==> config.mk <==
export PLATFORM = sky130hd
export DESIGN_NAME = doorlock_ctrl
export DESIGN_NICKNAME = d
export VERILOG_FILES = /design/src/rtl/doorlock_ctrl_pkg.sv /design/src/rtl/doorlock_ctrl_timer.sv /design/src/rtl/doorlock_ctrl.sv
export SDC_FILE = /design/constraint.sdc
export NUM_CORES = 1
export LEC_CHECK = 0
export CORE_ASPECT_RATIO = 1.2
export CORE_MARGIN = 2
export CORE_UTILIZATION = 45
export DETAILED_ROUTE_END_ITERATION = 12
export PLACE_DENSITY = 0.87
export RECOVER_POWER = 100
export SETUP_SLACK_MARGIN = 0.2
export SYNTH_ARGS = -nofsm -noshare
export SYNTH_HDL_FRONTEND = slang
export SYNTH_HIERARCHICAL = 1
export SYNTH_SLANG_ARGS = --single-unit
==> constraint.sdc <==
create_clock -name clock -period 2.5 [get_ports clock]
set_input_delay 0.375 -clock clock [delete_from_list [all_inputs] [get_ports clock]]
set_output_delay 0.375 -clock clock [all_outputs]
set_load 0.05 [all_outputs]
==> src/rtl/doorlock_ctrl_pkg.sv <==
// Shared types and widths for the doorlock supervisor and its timer.
// State encoding is fixed so external debug tools can decode it.
package doorlock_ctrl_pkg;

    localparam int STATE_W = 3;
    localparam int FAIL_W  = 2;

    typedef enum logic [STATE_W-1:0] {
        ST_IDLE    = 3'd0,
        ST_ENTRY   = 3'd1,
        ST_OPEN    = 3'd2,
        ST_CLEAR   = 3'd3,
        ST_LOCKOUT = 3'd4
    } state_t;

    // Saturating increment of the consecutive-failure counter.
    function automatic logic [FAIL_W-1:0] fail_sat_inc(
        input logic [FAIL_W-1:0] cnt,
        input logic [FAIL_W-1:0] max_cnt
    );
        logic [FAIL_W-1:0] res;
        if (cnt >= max_cnt) begin
            res = max_cnt;
        end else begin
            res = cnt + 2'd1;
        end
        return res;
    endfunction

endpackage

==> src/rtl/doorlock_ctrl_timer.sv <==
// Loadable down-counter shared by every timed state of doorlock_ctrl.
// With DOORLOCK_CTRL_ALARM_EN defined the next count is exported for the alarm.
module doorlock_ctrl_timer #(
    parameter int CNT_W = 8
) (
    input  logic             clock,
    input  logic             reset,
    input  logic             load,
    input  logic [CNT_W-1:0] load_val,
`ifdef DOORLOCK_CTRL_ALARM_EN
    output logic [CNT_W-1:0] count_next,
`endif
    output logic             expire
);

    logic [CNT_W-1:0] count_r;
    logic [CNT_W-1:0] count_nxt_s;

    // Next count: a load wins, otherwise count down and hold at zero.
    always_comb begin
        count_nxt_s = count_r;
        if (load) begin
            count_nxt_s = load_val;
        end else if (count_r != {CNT_W{1'b0}}) begin
            count_nxt_s = count_r - {{(CNT_W-1){1'b0}}, 1'b1};
        end else begin
            count_nxt_s = count_r;
        end
    end

    // Count register with synchronous active-low reset.
    always_ff @(posedge clock) begin
        if (!reset) begin
            count_r <= {CNT_W{1'b0}};
        end else begin
            count_r <= count_nxt_s;
        end
    end

    // Expiry is flagged on the last cycle of a loaded interval.
    assign expire = (count_r == {{(CNT_W-1){1'b0}}, 1'b1});

`ifdef DOORLOCK_CTRL_ALARM_EN
    assign count_next = count_nxt_s;
`endif

endmodule

==> src/rtl/doorlock_ctrl.sv <==
// Supervisor around the doorlock code checker: key gating, entry timeout,
// unlock window and failure lockout. DOORLOCK_CTRL_ALARM_EN enables the alarm.
module doorlock_ctrl
    import doorlock_ctrl_pkg::*;
#(
    parameter int UNLOCK_CYCLES  = 50,
    parameter int ENTRY_TIMEOUT  = 100,
    parameter int LOCKOUT_CYCLES = 200,
    parameter int MAX_FAILS      = 3,
    parameter int CNT_W          = 8
) (
    input  logic              clock,
    input  logic              reset,
    input  logic [9:0]        key_num,
    input  logic              key_x,
    input  logic              pass_ok,
    input  logic              pass_fail,
    output logic [9:0]        lock_num,
    output logic              lock_x,
    output logic              lock_rst_n,
    output logic              unlock,
    output logic              locked_out,
    output logic [FAIL_W-1:0] fail_cnt,
    output logic              alarm
);

    localparam logic [CNT_W-1:0]  UNLOCK_LD  = CNT_W'(UNLOCK_CYCLES);
    localparam logic [CNT_W-1:0]  ENTRY_LD   = CNT_W'(ENTRY_TIMEOUT);
    localparam logic [CNT_W-1:0]  LOCKOUT_LD = CNT_W'(LOCKOUT_CYCLES);
    localparam logic [FAIL_W-1:0] MAX_FAILS_C = FAIL_W'(MAX_FAILS);

    state_t            state_r;
    state_t            state_nxt_s;
    logic [FAIL_W-1:0] fail_r;
    logic [FAIL_W-1:0] fail_nxt_s;
    logic [FAIL_W-1:0] fail_inc_s;
    logic [9:0]        lock_num_r;
    logic              lock_x_r;
    logic              lock_rst_n_r;
    logic              unlock_r;
    logic              locked_out_r;
    logic              gate_s;
    logic              tmr_load_s;
    logic [CNT_W-1:0]  tmr_load_val_s;
    logic              tmr_expire_s;
`ifdef DOORLOCK_CTRL_ALARM_EN
    logic [CNT_W-1:0]  tmr_next_s;
    logic              alarm_r;
`endif

    doorlock_ctrl_timer #(
        .CNT_W (CNT_W)
    ) u_timer (
        .clock      (clock),
        .reset      (reset),
        .load       (tmr_load_s),
        .load_val   (tmr_load_val_s),
`ifdef DOORLOCK_CTRL_ALARM_EN
        .count_next (tmr_next_s),
`endif
        .expire     (tmr_expire_s)
    );

    assign fail_inc_s = fail_sat_inc(fail_r, MAX_FAILS_C);
    assign gate_s     = (state_r == ST_IDLE) || (state_r == ST_ENTRY);

    // Next-state, failure accounting and timer loads.
    always_comb begin
        state_nxt_s    = state_r;
        fail_nxt_s     = fail_r;
        tmr_load_s     = 1'b0;
        tmr_load_val_s = {CNT_W{1'b0}};
        case (state_r)
            ST_IDLE: begin
                if (key_x) begin
                    state_nxt_s    = ST_ENTRY;
                    tmr_load_s     = 1'b1;
                    tmr_load_val_s = ENTRY_LD;
                end else begin
                    state_nxt_s = ST_IDLE;
                end
            end
            ST_ENTRY: begin
                // A simultaneous ok+fail pair is a failure; any pulse beats timeout.
                if (pass_fail) begin
                    fail_nxt_s = fail_inc_s;
                    if (fail_inc_s == MAX_FAILS_C) begin
                        state_nxt_s    = ST_LOCKOUT;
                        tmr_load_s     = 1'b1;
                        tmr_load_val_s = LOCKOUT_LD;
                    end else begin
                        state_nxt_s = ST_IDLE;
                    end
                end else if (pass_ok) begin
                    state_nxt_s    = ST_OPEN;
                    fail_nxt_s     = {FAIL_W{1'b0}};
                    tmr_load_s     = 1'b1;
                    tmr_load_val_s = UNLOCK_LD;
                end else if (tmr_expire_s) begin
                    state_nxt_s = ST_CLEAR;
                    fail_nxt_s  = fail_inc_s;
                end else begin
                    state_nxt_s = ST_ENTRY;
                end
            end
            ST_CLEAR: begin
                if (fail_r == MAX_FAILS_C) begin
                    state_nxt_s    = ST_LOCKOUT;
                    tmr_load_s     = 1'b1;
                    tmr_load_val_s = LOCKOUT_LD;
                end else begin
                    state_nxt_s = ST_IDLE;
                end
            end
            ST_OPEN: begin
                if (tmr_expire_s) begin
                    state_nxt_s = ST_IDLE;
                end else begin
                    state_nxt_s = ST_OPEN;
                end
            end
            ST_LOCKOUT: begin
                if (tmr_expire_s) begin
                    state_nxt_s = ST_IDLE;
                    fail_nxt_s  = {FAIL_W{1'b0}};
                end else begin
                    state_nxt_s = ST_LOCKOUT;
                end
            end
            default: begin
                state_nxt_s = ST_IDLE;
                fail_nxt_s  = {FAIL_W{1'b0}};
            end
        endcase
    end

    // State, counters and registered outputs; outputs reflect the state being entered.
    always_ff @(posedge clock) begin
        if (!reset) begin
            state_r      <= ST_IDLE;
            fail_r       <= {FAIL_W{1'b0}};
            lock_num_r   <= 10'd0;
            lock_x_r     <= 1'b0;
            lock_rst_n_r <= 1'b0;
            unlock_r     <= 1'b0;
            locked_out_r <= 1'b0;
        end else begin
            state_r      <= state_nxt_s;
            fail_r       <= fail_nxt_s;
            lock_num_r   <= gate_s ? key_num : 10'd0;
            lock_x_r     <= gate_s ? key_x : 1'b0;
            lock_rst_n_r <= (state_nxt_s != ST_CLEAR);
            unlock_r     <= (state_nxt_s == ST_OPEN);
            locked_out_r <= (state_nxt_s == ST_LOCKOUT);
        end
    end

`ifdef DOORLOCK_CTRL_ALARM_EN
    // Alarm follows timer bit 4 while locked out, giving a 16-cycle toggle.
    always_ff @(posedge clock) begin
        if (!reset) begin
            alarm_r <= 1'b0;
        end else if (state_nxt_s == ST_LOCKOUT) begin
            alarm_r <= tmr_next_s[4];
        end else begin
            alarm_r <= 1'b0;
        end
    end
    assign alarm = alarm_r;
`else
    assign alarm = 1'b0;
`endif

    assign lock_num   = lock_num_r;
    assign lock_x     = lock_x_r;
    assign lock_rst_n = lock_rst_n_r;
    assign unlock     = unlock_r;
    assign locked_out = locked_out_r;
    assign fail_cnt   = fail_r;

endmodule

# ---- Word-level counts from Yosys, hierarchy flattened
# Index checks and enable logic that the tools add are counted.
# Widths: inputs -> output; s select.
dict set report word_totals {
  out_inout_bits 17
  elab_cells 60
  in_bits 15
  reg_bits 27
}
dict set report op_classes {
  n_lt_le_gt_ge 1
  addsub 2
  eq_ne 12
  reduce_logical 7
  mux 29
  bitwise_logic 1
}
# cell count
set op_table {}
lappend op_table {{$mux 8} 5}
lappend op_table {{$pmux 8 s3} 1}
lappend op_table {{$mux 2} 8}
lappend op_table {{$pmux 3 s5} 1}
lappend op_table {{$mux 3} 4}
lappend op_table {{$eq 3x2->1 const B} 3}
lappend op_table {{$eq 8x1->1 const B} 1}
lappend op_table {{$reduce_bool 8->1} 1}
lappend op_table {{$sub 8x1->8 const B} 1}
lappend op_table {{$mux 7} 1}
lappend op_table {{$eq 3x3->1 const B} 2}
lappend op_table {{$mux 1} 6}
lappend op_table {{$mux 6} 1}
lappend op_table {{$pmux 2 s3} 1}
lappend op_table {{$eq 2x2->1 const B} 2}
lappend op_table {{$ne 4x4->1 const B} 1}
lappend op_table {{$eq 3x1->1 const B} 1}
lappend op_table {{$logic_not 3->1} 1}
lappend op_table {{$ne 3x2->1 const B} 1}
lappend op_table {{$pmux 1 s3} 1}
lappend op_table {{$reduce_and 3->1} 1}
lappend op_table {{$reduce_or 3->1} 1}
lappend op_table {{$add 2x1->2 const B} 1}
lappend op_table {{$ge 2x2->1 const B} 1}
lappend op_table {{other kinds (5)} 5}

# ---- Logic depth before layout (Yosys ltp)
dict set report logic_depth {
  ltp_word 7
  ltp_mapped 9
  mapped_depth_nobuf 7
}

# ---- Cells and area by module
# The synthesis kept the hierarchy.
# mod seq_area_each_um2 cells_each area_each_um2 n_inst
set modules_own_cells {}
lappend modules_own_cells {doorlock_ctrl 380.4 76 743.2 1}
lappend modules_own_cells {doorlock_ctrl_timer 160.2 54 495.5 1}

# ---- Least setup slack after synthesis
# Ideal clock, no wire load.
dict set report synth_path {
  kind {reg2reg}
  from {register fail_r[0] (netlist: fail_cnt[0])}
  to {register u_timer.count_r[0]}
  path_buffers 1
  path_slack_ns 0.405
  period_less_slack_ns 2.095
  t_arrival_ns 1.976
  t_required_ns 2.381
  setup_ns 0.119
  stages_incl_launch_ff 9
  cell_sequence {dfxtp_1 > mux2i_1 > or3_4 > a21bo_1 > buf_2 > inv_2 > nand4_2 > mux2i_1 > a21boi_1}
}
dict set report synth_between {
  elab_chain_cells 7
  word_cells_on_any_way 11
  classes_between {add/sub: 1; order compare: 1; eq/ne: 2; mux: 6; reduce/logical: 1}
}
# element line_no
set synth_rtl {}
lappend synth_rtl {{start, declared} doorlock_ctrl.sv:34} ;# logic [FAIL_W-1:0] fail_r;
lappend synth_rtl {{start signal, assigned} doorlock_ctrl.sv:141} ;# fail_r <= {FAIL_W{1'b0}};
lappend synth_rtl {{start signal, assigned} doorlock_ctrl.sv:149} ;# fail_r <= fail_nxt_s;
lappend synth_rtl {{$add 2x1->2 / $ge 2x2->1 (equally long branches)} {doorlock_ctrl_pkg.sv:25, doorlock_ctrl_pkg.sv:22}}
lappend synth_rtl {{$mux 2} doorlock_ctrl_pkg.sv:22} ;# if (cnt >= max_cnt) begin
lappend synth_rtl {{$eq 2x2->1} doorlock_ctrl.sv:87} ;# if (fail_inc_s == MAX_FAILS_C) begin
lappend synth_rtl {{$mux 1} doorlock_ctrl.sv:87}
lappend synth_rtl {{$mux 1} doorlock_ctrl.sv:85} ;# if (pass_fail) begin
lappend synth_rtl {{$pmux 1 s3 *} doorlock_ctrl.sv:73} ;# case (state_r)
lappend synth_rtl {{net tmr_load_s} doorlock_ctrl.sv:43} ;# logic tmr_load_s;
lappend synth_rtl {{$mux 8 / $reduce_bool 2->1 (equally long branches)} -}
lappend synth_rtl {{end signal, assigned} doorlock_ctrl_timer.sv:34} ;# count_r <= {CNT_W{1'b0}};
lappend synth_rtl {{end signal, assigned} doorlock_ctrl_timer.sv:36} ;# count_r <= count_nxt_s;
lappend synth_rtl {{end, declared} doorlock_ctrl_timer.sv:16} ;# logic [CNT_W-1:0] count_r;
# Mark *: on every way through the listed nets, which the timed path passes. The rest lies on a longest branch.
# A chain may end at the register's enable or synchronous reset.

# ---- Final worst setup path
dict set report layout_path {
  from {input pass_fail}
  to {register u_timer.count_r[5]}
}
dict set report layout_between {
  elab_chain_cells 3
  word_cells_on_any_way 6
  classes_between {mux: 5; reduce/logical: 1}
}
# element line_no
set layout_rtl {}
lappend layout_rtl {{start, declared} doorlock_ctrl.sv:17} ;# input logic pass_fail,
lappend layout_rtl {{$mux 1 *} doorlock_ctrl.sv:85}
lappend layout_rtl {{$pmux 1 s3 *} doorlock_ctrl.sv:73}
lappend layout_rtl {{net tmr_load_s} doorlock_ctrl.sv:43}
lappend layout_rtl {{$mux 8 / $reduce_bool 2->1 (equally long branches)} -}
# Marks and branches as above.

==> impl_metrics.tcl <==
set metrics [dict create \
    status "completed" \
    cts_hold_buffers 0 \
    vias 986 \
    rows 20 \
    holdPathStages 2 \
    drv_slew 0 \
    synthCells 130 \
    num_antenna_cells 0 \
    slew_headroom 0.453 \
    start_kind "input port" \
    crit_chain "dlygate4sd3_1, mux2i_1, or3_1, a21bo_1, inv_2, nand4_2, nand2_1, a211oi_1" \
    slowest_delay_ps 650 \
    finalCritPeriodShare 0.867 \
    final_layout_size_suffix_gt1_frac 0.0563 \
    synth_warnings 6 \
    drtIter0Drc 32 \
    grt_pass1_vias 924 \
    start_util 0.481 \
    clock-sinks 27 \
    antenna_found_initial 0 \
    post_cts_buffers 0 \
    grt-ovfl-total 0 \
    rr_endpoint "unlock$_SDFF_PN0_" \
    power_density_nw_per_um2 690 \
    ios 32 \
    hold_violations 0 \
    grt_max_degree 21 \
    nets 179 \
    synth.most_common_cell "dfxtp_1" \
    dr.pass1.iters 4 \
    clkTransAtPathRegs_ps 140 \
    ys_types 43 \
    r2r-start "u_timer/count_r[4]$_SDFFE_PN0P_" \
    cts_max_level 1 \
    cap_violations 0 \
    cp-startpoint "pass_fail" \
    clk-insertion-delay-late_ps 320 \
    synth_ff_type "dfxtp_1" \
    fin_tns_setup_ps 0 \
    finalClockSkew_ps 4.97 \
    die_w_um 51.9 \
    max_freq_mhz 461 \
    rrSetupSlack_ps 360 \
    seq_area_frac_synth 0.436 \
    cts_root_buffer "clkbuf_4" \
    cts-resized-gates 0 \
    vias_per_cell 5.11 \
    place_area_um2 1560 \
    design_area_um2 1540 \
    routedWlPerCell_um 13.0 \
    worstMarginPinSlew_ps 812 \
    cts_made_buffers 3 \
    synth_enable_flop_cells 0 \
    p_leak_uw 0.000691 \
    reg2regPathDepth 5 \
    drt_wl_total_um 2510 \
    area_growth_pct 24.4 \
    criticalPathCategory "in2reg" \
    grt_pass1_wl_um 4140 \
    port_buffers 30 \
    clock_path_buffers 2 \
    synth_top_area_share 0.436 \
    hpwl_um 1940 \
    holdCritPathClass "reg2reg" \
    coreArea_um2 2580 \
    grt_usage 0.173 \
    syn-cell-area_um2 1240 \
    ys_ff_latch 27 \
    die_area_um2 3190 \
    drc 0 \
    end_kind "register" \
    ir_drop_uv 500 \
    synth_area_leaders "dfxtp_1, and3_1, nor2_1, a211oi_2, ha_1" \
    min_period_ps 2170 \
    crit_fanout 10 \
    async_reset_ff_frac 0 \
    required_ps 2740 \
    endpoint "u_timer/count_r[5]$_SDFFE_PN0P_" \
    rsz0062_at_grt "false" \
    dieHeight_um 61.5 \
    crit_arrival_ps 2400 \
    crit_slowest_cell "dlygate4sd3_1" \
    syn_avg_cell_area_um2 9.53 \
    synth_area_leader_cell "dfxtp_1" \
    setup_viol_count_final 0 \
    ant_nets 0 \
    yosys-top-cells-count "dfxtp_1, nor2_1, and3_1" \
    cts_tree "done" \
    gp_congestion 0.799 \
]
==> registers in the layout, indices dropped and copies added (netlist names) <==
register         cells
state_r              3
u_timer/count_r      8
lock_num            10
unlock               1
locked_out           1
lock_rst_n           1
lock_x               1
fail_cnt             2
==> worst min-delay path by stage <==
stage,slack (ps),endpoint,start
after floorplan,500,u_timer/count_r[1]$_SDFFE_PN0P_,reset
after global placement,510,fail_cnt[1]$_SDFFE_PN0P_,fail_cnt[1]$_SDFFE_PN0P_
after detailed placement,510,fail_cnt[1]$_SDFFE_PN0P_,fail_cnt[1]$_SDFFE_PN0P_
after CTS,560,fail_cnt[1]$_SDFFE_PN0P_,fail_cnt[1]$_SDFFE_PN0P_
after global routing,600,fail_cnt[1]$_SDFFE_PN0P_,fail_cnt[1]$_SDFFE_PN0P_
final,550,fail_cnt[1]$_SDFFE_PN0P_,fail_cnt[1]$_SDFFE_PN0P_
==> worst max-delay path, delay by kind of cell <==
kind / cells / cell delay [ps]
AO/OA/AOI/OAI: 2 / 490
buffers and inverters: 2 / 740
AND/OR/NAND/NOR: 3 / 700
multiplexers: 1 / 100
==> where the power goes <==
| group | internal [µW] | switching, µW | total (µW) |
|---|---|---|---|
| sequential | 478 | 46.6 | 524 |
| clock | 61.1 | 123 | 184 |
| combinational | 153 | 203 | 356 |
==> cell families after synthesis <==
group,count (synthesis),share of synthesized area
and+or+nand+nor,59,0.295
muxes,3,0.0242
buffers and inverters,12,0.0475
xor gates and xnor gates,6,0.0424
other,1,0.00303
AOI/OAI and AO/OA,19,0.121
DFF,27,0.436
adders and majority gates,3,0.0303
==> per-stage QoR <==
| step | setup WS (ps) | std cells | util | total power (µW) | hold WS, ps |
|---|---|---|---|---|---|
| CTS | 495 | 193 | 0.615 | 1110 | 558 |
| finish | 333 | 193 | 0.598 | 1060 | 554 |
| floorplan | 405 | 131 | - | 817 | 503 |
| global placement | 261 | 189 | 0.603 | 904 | 506 |
| detailed placement | 137 | 189 | 0.603 | 924 | 514 |
| global route | 206 | 193 | 0.598 | 1130 | 602 |
==> final cells by class <==
cell class                 count  area (µm²)
clock buffer                   3        22.5
multi-input combinational     92         599
timing repair buffer          31         308
fill                         238        1040
tap                           33        41.3
clock inverter                 1        7.51
inverter                       6        22.5
sequential                    27         541
==> routing by layer <==
| layer | GRT usage | up-vias | share of wire |
|---|---|---|---|
| met5 | 0 | - | 0 |
| met4 | 0.0865 | 0 | 0.012 |
| met3 | 0.0243 | 2 | 0.022 |
| met2 | 0.300 | 20 | 0.54 |
| met1 | 0.210 | 459 | 0.42 |
| li1 | - | 505 | - |
==> cell usage in the layout, fill, tap and decap left out, types with 4 or more instances in the layout <==
cell and n:
nor3_1 5, dlygate4sd3_1 17, and3_1 12, clkdlybuf4s50_1 13, dfxtp_1 27, nand2_1 9, inv_1 5, a211oi_1 4
nand2b_1 4, nor2_1 12
Note: power is estimated with default switching activity, not from simulation.
==> edit, RTL diff (same flow settings) <==
The 5 states of `state_t` get a Gray code encoding in 3 bits.
--- a/src/rtl/doorlock_ctrl_pkg.sv
+++ b/src/rtl/doorlock_ctrl_pkg.sv
@@ -7,8 +7,8 @@
 
-    typedef enum logic [STATE_W-1:0] {
-        ST_IDLE    = 3'd0,
-        ST_ENTRY   = 3'd1,
-        ST_OPEN    = 3'd2,
-        ST_CLEAR   = 3'd3,
-        ST_LOCKOUT = 3'd4
+    typedef enum logic [2:0] {
+        ST_IDLE    = 3'b000,
+        ST_ENTRY   = 3'b001,
+        ST_OPEN    = 3'b011,
+        ST_CLEAR   = 3'b010,
+        ST_LOCKOUT = 3'b110
     } state_t;
Formal check against the unedited RTL: no difference found for any inputs over 10 cycles, from zero or initial values and one cycle with reset low; not proved beyond that.
==> edit against the original RTL <==
Routed wire length up 9.4%. Sequential cell count unchanged. Core utilization down 0.76 points. Final area up 5.7%. Count of clock-buffer cells in the layout unchanged. Clock skew up 11 ps. Total power up 7.7%. Setup slack worse by 60 ps. Area after synthesis up 4.4%. Critical path depth unchanged. Sequential share of layout area down 1.9 points.
==> edit: results (changes against the original RTL) <==
- First-pass GRT wire length: 4590 um (+11%)
- Peak supply drop: 0.434 mV (-13%)
- GRT Util Overall: 18.2% (+0.94 points)
- Share of post-route cells with drive strength above 1: 10.6% (+5.0 points)
- Leakage: 0.667 nW (-3.4%)
- Routed vias: 1,043 (+5.8%)
- Outcome: complete, no violations
- DRT iter0 DRCs: 10 (-69%)
- XOR/XNOR Fraction of Synth Area: 4.06% (-0.18 points)
- Top post-synthesis cells by area: dfxtp_1 (42%), and2_1 (5.3%), nor2_1 (4.1%)
- Final Non-Filler Cells: 204 (+5.7%)
- PwrDens: 704 nW/um^2 (+1.9%)
- WHS: 564 ps (+9.79 ps)
- Placement Setup Slack: 91.7 ps (-45.5 ps)
- Relative slew slack: 64.2% (+19 points)
- Post-synthesis sequential area ratio: 41.8% (-1.9 points)
- Worst-Skew Late Latency: 340 ps (+20 ps)
- Cells after Synth: 139 (+6.9%)
- Synth top area share: 41.8% (-1.9 points)
- Adder-Cell Fraction of Synth Area: 2.90% (-0.13 points)
- Critical Path AT: 2470 ps (+70 ps)
- Netlist cell types: 42 (-2.3%)
- Compound-Gate Fraction of Synth Area: 14.3% (+2.2 points)
- Multiplexer share of the synthesized area: 1.55% (-0.88 points)
- Commonest cells post-synth: dfxtp_1 (27), nor2_1 (14), and2_1 (11)
- Nets: 189 (+5.6%)
- Vias in the first global route: 1,083 (+17%)
- Largest net degree at the start of global routing: 17 (-19%)
- Final HPWL DP: 2130 um (+10%)
-- edit: logic make-up (layout without fill, tap and decap cells) --
family                     Yosys count  count (layout)
and+or+nand+nor                     61              61
DFF                                 27              27
AOI/OAI and AO/OA                   24              24
buffers and inverters               15              45
xor gates and xnor gates             6               6
adders and majority gates            3               3
muxes                                2               2
other                                1               2
-- edit: final cells by class --
cell class | instances | area [sq um]
clock inverter | 1 | 7.51
sequential | 27 | 541
fill | 259 | 1130
inverter | 9 | 33.8
multi-input combinational | 98 | 671
timing repair buffer | 32 | 312
clock buffer | 3 | 22.5
tap | 34 | 42.5
-- edit: power by group --
part	switching (mW)	internal [mW]	total [mW]
clock network	0.136	0.0612	0.198
logic	0.222	0.185	0.407
registers	0.0594	0.482	0.541
total	0.418	0.728	1.15
-- edit: metal layers --
metal	track usage [%]	vias up	share of wire (%)
li1	-	532	-
met1	20.3	477	42
met2	30.9	30	50
met3	5.74	4	6.9
met4	7.69	0	1.1
met5	0	-	0
-- edit: path summary, 6_finish.rpt --
kind,endpoint,startpoint,cells after the start
min reg2reg,fail_cnt[0]$_SDFFE_PN0P_,fail_cnt[0]$_SDFFE_PN0P_,2
max,u_timer/count_r[6]$_SDFFE_PN0P_,pass_fail,8
max reg2reg,unlock$_SDFF_PN0_,u_timer/count_r[4]$_SDFFE_PN0P_,6
min,fail_cnt[0]$_SDFFE_PN0P_,fail_cnt[0]$_SDFFE_PN0P_,2
-- edit: critical path: cells and delay by family --
family	cells	cell delay [ps]
and+or+nand+nor	4	750
buffers and inverters	2	750
AOI/OAI and AO/OA	2	600
